[src/rtl/my_types_pkg.sv]
// rtl/my_types_pkg.sv - shared types for the pipeline sequencer
package my_types_pkg;

  typedef enum logic [1:0] {RUN, DWAIT, DRAIN, HALTED} seq_state_t;

  typedef struct packed {
    logic pc_en;
    logic ifid_en;
    logic ifid_flush;
    logic idex_en;
    logic idex_flush;
    logic exmem_en;
    logic exmem_flush;
    logic memwb_en;
  } pipe_ctrl_t;

  localparam pipe_ctrl_t CTRL_IDLE = '0;
  localparam pipe_ctrl_t CTRL_ADV  = '{pc_en: 1'b1, ifid_en: 1'b1, ifid_flush: 1'b0,
                                       idex_en: 1'b1, idex_flush: 1'b0, exmem_en: 1'b1,
                                       exmem_flush: 1'b0, memwb_en: 1'b1};

endpackage

[src/rtl/event_counter.sv]
// rtl/event_counter.sv - wrapping event counter with async active-low reset
module event_counter #(
  parameter int CNT_W = 32
) (
  input  logic             CLK,
  input  logic             nRST,
  input  logic             inc,
  output logic [CNT_W-1:0] count
);

  logic [CNT_W-1:0] count_q;

  always_ff @(posedge CLK or negedge nRST) begin
    if (!nRST) begin
      count_q <= '0;
    end else if (inc) begin
      count_q <= count_q + 1'b1;
    end
  end

  assign count = count_q;

endmodule

[src/rtl/pipeline_sequencer.sv]
// rtl/pipeline_sequencer.sv - stall/flush sequencing, halt drain FSM and perf counters
module pipeline_sequencer
  import my_types_pkg::*;
#(
  parameter int CNT_W = 32
) (
  input  logic             CLK,
  input  logic             nRST,
  input  logic             ihit,
  input  logic             dhit,
  input  logic [4:0]       id_rs,
  input  logic [4:0]       id_rt,
  input  logic             ex_DataRead,
  input  logic [4:0]       ex_wsel,
  input  logic             mem_DataRead,
  input  logic             mem_DataWrite,
  input  logic             mem_ctrl_taken,
  input  logic             mem_Halt,
  output logic             pc_en,
  output logic             ifid_en,
  output logic             idex_en,
  output logic             exmem_en,
  output logic             memwb_en,
  output logic             ifid_flush,
  output logic             idex_flush,
  output logic             exmem_flush,
  output logic             imemREN,
  output logic             halt,
  output logic [CNT_W-1:0] stall_cnt,
  output logic [CNT_W-1:0] dwait_cnt,
  output logic [CNT_W-1:0] flush_cnt
);

  seq_state_t state_q, state_d;
  logic       halt_q;
  pipe_ctrl_t ctrl;
  logic       imem_ren_raw;
  logic       memreq, adv, load_use;
  logic       stall_inc, dwait_inc, flush_inc;

  assign memreq   = mem_DataRead | mem_DataWrite;
  assign adv      = memreq ? dhit : ihit;
  assign load_use = ex_DataRead && (ex_wsel != 5'd0) &&
                    ((ex_wsel == id_rs) || (ex_wsel == id_rt));

  always_ff @(posedge CLK or negedge nRST) begin
    if (!nRST) begin
      state_q <= RUN;
      halt_q  <= 1'b0;
    end else begin
      state_q <= state_d;
      if (state_q == DRAIN) begin
        halt_q <= 1'b1;
      end
    end
  end

  always_comb begin
    ctrl         = CTRL_IDLE;
    state_d      = state_q;
    imem_ren_raw = 1'b0;
    stall_inc    = 1'b0;
    dwait_inc    = 1'b0;
    flush_inc    = 1'b0;
    case (state_q)
      RUN, DWAIT: begin
        imem_ren_raw = 1'b1;
        dwait_inc    = (state_q == DWAIT);
        if (!adv) begin
          state_d = memreq ? DWAIT : RUN;
        end else begin
          ctrl    = CTRL_ADV;
          state_d = RUN;
          // A data-side advance consumed the cycle, so the fetch in IF is replayed.
          if (memreq) begin
            ctrl.ifid_flush = 1'b1;
            ctrl.pc_en      = 1'b0;
          end
          if (mem_Halt) begin
            ctrl.ifid_flush  = 1'b1;
            ctrl.idex_flush  = 1'b1;
            ctrl.exmem_flush = 1'b1;
            ctrl.pc_en       = 1'b0;
            state_d          = DRAIN;
          end else if (mem_ctrl_taken) begin
            ctrl.ifid_flush  = 1'b1;
            ctrl.idex_flush  = 1'b1;
            ctrl.exmem_flush = 1'b1;
            ctrl.pc_en       = 1'b1;
            flush_inc        = 1'b1;
          end else if (load_use) begin
            ctrl.ifid_en    = 1'b0;
            ctrl.pc_en      = 1'b0;
            ctrl.idex_flush = 1'b1;
          end
        end
        stall_inc = !ctrl.pc_en;
      end
      DRAIN:   state_d = HALTED;
      HALTED:  state_d = HALTED;
      default: state_d = RUN;
    endcase
  end

  assign pc_en       = nRST & ctrl.pc_en;
  assign ifid_en     = nRST & ctrl.ifid_en;
  assign idex_en     = nRST & ctrl.idex_en;
  assign exmem_en    = nRST & ctrl.exmem_en;
  assign memwb_en    = nRST & ctrl.memwb_en;
  assign ifid_flush  = nRST & ctrl.ifid_flush;
  assign idex_flush  = nRST & ctrl.idex_flush;
  assign exmem_flush = nRST & ctrl.exmem_flush;
  assign imemREN     = nRST & imem_ren_raw;
  assign halt        = halt_q;

  event_counter #(.CNT_W(CNT_W)) u_stall_cnt (
    .CLK(CLK), .nRST(nRST), .inc(stall_inc), .count(stall_cnt)
  );

  event_counter #(.CNT_W(CNT_W)) u_dwait_cnt (
    .CLK(CLK), .nRST(nRST), .inc(dwait_inc), .count(dwait_cnt)
  );

  event_counter #(.CNT_W(CNT_W)) u_flush_cnt (
    .CLK(CLK), .nRST(nRST), .inc(flush_inc), .count(flush_cnt)
  );

endmodule

[config.mk]
export PLATFORM = sky130hd
export DESIGN_NAME = pipeline_sequencer
export DESIGN_NICKNAME = d
export VERILOG_FILES = /design/src/rtl/my_types_pkg.sv /design/src/rtl/event_counter.sv /design/src/rtl/pipeline_sequencer.sv
export SDC_FILE = /design/constraint.sdc
export NUM_CORES = 1
export LEC_CHECK = 0
export CAP_MARGIN = 30
export CORE_MARGIN = 1
export CORE_UTILIZATION = 42
export CTS_CLUSTER_SIZE = 14
export DETAILED_ROUTE_END_ITERATION = 6
export GPL_TIMING_DRIVEN = 0
export PLACE_DENSITY = 0.72
export SETUP_SLACK_MARGIN = 0.4
export SYNTH_ARGS = -nofsm -noshare
export SYNTH_HDL_FRONTEND = slang
export SYNTH_SLANG_ARGS = --single-unit
[constraint.sdc]
create_clock -name CLK -period 3.1 [get_ports CLK]
set_input_delay 0.62 -clock CLK [delete_from_list [all_inputs] [get_ports CLK]]
set_output_delay 0.62 -clock CLK [all_outputs]
set_load 0.02 [all_outputs]
-- After elaboration in Yosys (flattened, before gate mapping)
Cells that the tools add are included.
- register bits after elaboration: 99
- logic and storage cells: 59
- input bits: 24
- output and inout bits: 106
- bitwise operators: 10
- mux-type cells: 28
- eq/ne operators: 5
- add/subtract/negate cells: 3
- reduce and logical (&&, ||, !) cells: 8
- operators with widths (operator ; number):
    adder 32 x 1 -> 32 bit, second input constant ; 3
    2-to-1 mux 8 bit ; 3
    2-to-1 mux 1 bit ; 21
    == test 5 bit ; 2
    bitwise AND 1 bit ; 9
    2-to-1 mux 2 bit ; 3
    nonzero test 5 bit ; 1
    == test 2 bit, second input constant ; 2
    case mux 2 bit (2 select lines) ; 1
    OR reduction 2 bit ; 2
    == test 2 x 1 -> 1 bit, second input constant ; 1
    logical AND 1 bit ; 2
    zero test 2 bit ; 1
    zero test 1 bit ; 1
    logical OR 1 bit ; 1
    bitwise OR 1 bit ; 1

-- Depth between registers and ports, before layout
Gate-level depths: netlist (run 1).
- word-level depth: 10
- depth in mapped cells: 8
- gate-level depth less buffers: 7

-- Cells and area by module
A second synthesis (run 1) with hierarchy kept.
- cell total of the unflattened synthesis: 422
- area, all modules: 4759.6 µm²
- by module, submodules not included (module ; instances ; area an instance (µm²) ; cells an instance ; seq. area each (µm²)):
    event_counter ; 3 ; 1448.9 ; 123 ; 800.8
    pipeline_sequencer ; 1 ; 412.9 ; 53 ; 75.1

-- Worst setup path before layout (run 1)
No wires, ideal clock.
- path type: input to output
- from: in ex_wsel[1]
- to: out pc_en
- path slack: 0.397 ns
- arrival time: 2.083 ns
- cell stages on the path: 6
- path through: or4_1 -> o21ai_1 -> nor2_1 -> a221oi_4 -> buf_4 -> and2_1
- cells in the longest elaborated chain, start to end: 10
- elaborated cells on any way between the ends: 13
- those cells by class: eq/ne: 2; mux: 6; bitwise: 1; reduce/logical: 4
- ends and longest elaborated chain (item ; RTL line ; RTL):
    from (decl) ; pipeline_sequencer.sv:14 ; input logic [4:0] ex_wsel,
    == test 5 bit or nonzero test 5 bit (tied branches) ; pipeline_sequencer.sv:44, pipeline_sequencer.sv:43 ;
    logical OR 1 bit or logical AND 1 bit (tied branches) ; pipeline_sequencer.sv:44, pipeline_sequencer.sv:43 ;
    logical AND 1 bit (*) ; pipeline_sequencer.sv:43 ; assign load_use = ex_DataRead && (ex_wsel != 5'd0) &&
    2-to-1 mux 2 bit (*) ; pipeline_sequencer.sv:91 ; end else if (load_use) begin
    2-to-1 mux 1 bit (*) ; pipeline_sequencer.sv:85 ; end else if (mem_ctrl_taken) begin
    2-to-1 mux 1 bit (*) ; pipeline_sequencer.sv:79 ; if (mem_Halt) begin
    2-to-1 mux 8 bit (*) ; pipeline_sequencer.sv:69 ; if (!adv) begin
    2-to-1 mux 8 bit (*) (2 in a row) ; pipeline_sequencer.sv:65 ; case (state_q)
    bitwise AND 1 bit (*) ; pipeline_sequencer.sv:105 ; assign pc_en = nRST & ctrl.pc_en;
    to (decl) ; pipeline_sequencer.sv:19 ; output logic pc_en,
Mark *: on every way between the ends. The rest lies on a longest branch, timed or not. The select of a mux whose other input is x is not followed.

-- Final worst setup path (run 1)
- from: in ex_wsel[4]
- to: out pc_en
The elaborated chain is that of the path after synthesis.

==> qor.yml, run 1 <==
global_route:
  first_global_vias: 3833
  grt_overflow_total: 0
  grt_max_degree: 46
  grt_pass1_wl_um: 18400
  antenna_found_initial: 0
  grt_use_total_pct: 20.3
timing:
  finClkSkew_ns: 0.0135
  hold_ws_ns: 0.103
  period_minus_slack_ns: 2.80
  tns_ns: 0
  hold_viol_final: 0
  rsz0062_at_grt: "true"
  slew_violations: 0
  worst_pin_slew_ns: 0.955
  slew-limit-headroom_pct: 35.8
  finalSetupViolCount: 0
  max_freq_mhz: 358
  timing.final.crit_share_pct: 90.2
worst_setup_path:
  crit_type: "in2out"
  path_depth: 8
  arrival_ns: 2.18
  required_ns: 2.48
  cp-start-kind: "input pin"
  crit_top_cell: "buf_6"
  path_buf_inv: 3
  path_max_fanout: 2
  crit_family: "simple AND/OR/NAND/NOR gates"
  crit_chain: "buf_8, or4_4, o21ai_4, nor2_2, a221oi_4, buf_6, and2_4, buf_6"
  reg2reg_from: "u_dwait_cnt.count[2]"
  rr_endpoint: "u_dwait_cnt.count[29]"
  reg2reg_slack_ns: 0.72
  crit_slowest_cell: "or4_4"
  worst_r2r_path_depth: 6
  worst_setup_path_end_kind: "primary output"
  slowest_delay_ns: 0.53
cts:
  clock_sinks: 99
  path_clk_slew_ns: 0.09
  h-tree-depth: 3
  cts_buffer_depth: 2
  root_buffer: "clkbuf_8"
  cts_tree: "done"
  insertion_delay_ns: 0.37
  cts_buffers: 9
  hold_buffers: 0
synth:
  synth.distinct_cells: 44
  ys_warn_count: 0
  ys_seq_area_share_pct: 52.8
  syn_inst: 420
  avgSynthCellArea_um2: 11.2
  async_flop_share_pct: 100
  yosysMostFrequentCell: "dfrtp_1"
  synth_edf_count: 0
  synth_top_area_share_pct: 52.8
  syn_area_um2: 4690
  synth.area.top_cells: "dfrtp_1 53%, xnor2_1 12%, xor2_1 7.7%"
  synth_area_leader_cell: "dfrtp_1"
  synth_common_cells: "99 x dfrtp_1, 62 x xnor2_1, 41 x xor2_1"
  syn-num-nets: 447
  ys_ff_latch: 99
  synth_flop_cell: "dfrtp_1"
floorplan:
  chipWidth_um: 108
  die_h_um: 108
  start_util_pct: 43.3
  io_pins: 130
  dieArea_um2: 11600
  core-area_um2: 10800
  fp-row-count: 38
placement:
  io_buffer_count: 129
  hpwl_um: 7800
  gp_congestion: 0.804
route:
  drt_pass1_iterations: 4
  via_per_inst: 5.15
  drt_iter0_markers: 142
  wirelength_um: 10900
  vias: 3674
  wl_per_cell_um: 15.3
  drt_drc_violations_left: 0
  ant_nets: 0
power:
  irDropWorstVdd_mv: 0.269
  p_per_area_nw_per_um2: 430
  leakagePower_nw: 2.73
job:
  maxCapViolCount: 0
finish:
  drive_gt1_share_pct: 12.2
  nNetsFinal: 595
  antenna_cells: 0
  syn_to_final_growth_pct: 39.2
status:
  status: "complete, no violations"
hold_path:
  hold_class: "in2async"
[metrics by stage]
stage | total power (W) | instance area [µm²] | utilization (%) | instances | setup slack, ns
floorplan | 0.00170 | 4690 | - | 420 | 0.432
global placement | 0.00196 | 6160 | 56.8 | 689 | -3.32
detailed placement | 0.00198 | 6180 | 57.0 | 690 | -0.805
CTS | 0.00284 | 6480 | 59.8 | 711 | 0.311
global route | 0.00295 | 6530 | 60.2 | 713 | 0.271
finish | 0.00281 | 6530 | 60.2 | 713 | 0.303
[logic make-up after synthesis]
group | count (synthesis) | synth area share [%]
AO/OA/AOI/OAI | 11 | 2.08
XOR/XNOR | 103 | 19.2
adder cells (fa/ha/maj) | 3 | 0.801
buffers and inverters | 18 | 1.92
flip-flops | 99 | 52.8
multiplexers | 3 | 0.720
AND/OR/NAND/NOR | 183 | 22.4
[registers in the layout, summed over array words and instances (netlist names)]
signal             count
u_flush_cnt.count     32
u_stall_cnt.count     32
u_dwait_cnt.count     32
state_q                2
halt                   1
[routing by layer]
layer	vias up	global-route usage (%)	part of all wire, %
li1	1756	-	-
met1	1798	26.6	45
met2	104	33.4	48
met3	16	4.72	5.8
met4	0	6.26	1.3
met5	-	0	0
[how the worst max path moves through the flow]
stage,start,end,slack [ns]
global placement,nRST,idex_en,-3.32
floorplan,ex_wsel[1],pc_en,0.43
finish,ex_wsel[4],pc_en,0.30
detailed placement,ex_wsel[1],pc_en,-0.81
CTS,ex_wsel[4],pc_en,0.31
global route,ex_wsel[4],pc_en,0.27
[cell type report]
cell class	count	area [µm²]
fillers	918	4310
plain buffers	12	71.3
clock buffers	10	128
inverters	6	22.5
multi-input cells	303	2190
repair buffers	137	1390
flip-flops and latches	99	2480
well taps	140	175
clock inverters	6	66.3
[timing repair]
action | CTS | global route
resized for setup | 62 | 12
gates cloned | 1 | 0
setup buffers | 4 | 2
pin swaps | 6 | 3
endpoints found under the setup margin | 9 | 10
[where the power goes]
part,total [W],leakage [nW],internal [W],switching [W]
combinational,0.000507,1.37,0.000256,0.000251
sequential,0.00147,1.27,0.00137,0.0000979
clock,0.000836,0.0885,0.000374,0.000463
total,0.00281,2.73,0.00200,0.000812
[cell usage in the layout, fill, tap and decap left out, types with 4 or more instances in the layout]
cell type and instances:
inv_1 5, nand4_1 13, nand2_1 36, dfrtp_1 99
clkdlybuf4s50_1 111, nor2_1 17, dlygate4sd2_1 4, nor4_1 15
clkbuf_1 5, and3_1 12, nor3_1 9, clkbuf_8 9
buf_2 6, nor4_2 4, xor2_1 41, buf_4 11
xnor2_1 61, and4_1 10, nand3_1 35
Note: power is estimated with default switching activity, not from simulation.
==> inputs of run 2 (changes only) <==
Settings changed: CTS_CLUSTER_DIAMETER set to 150, HOLD_SLACK_MARGIN set to 0.05.
==> results of run 2 <==
The final DEF is identical to that of run 1; final timing and power are the same.
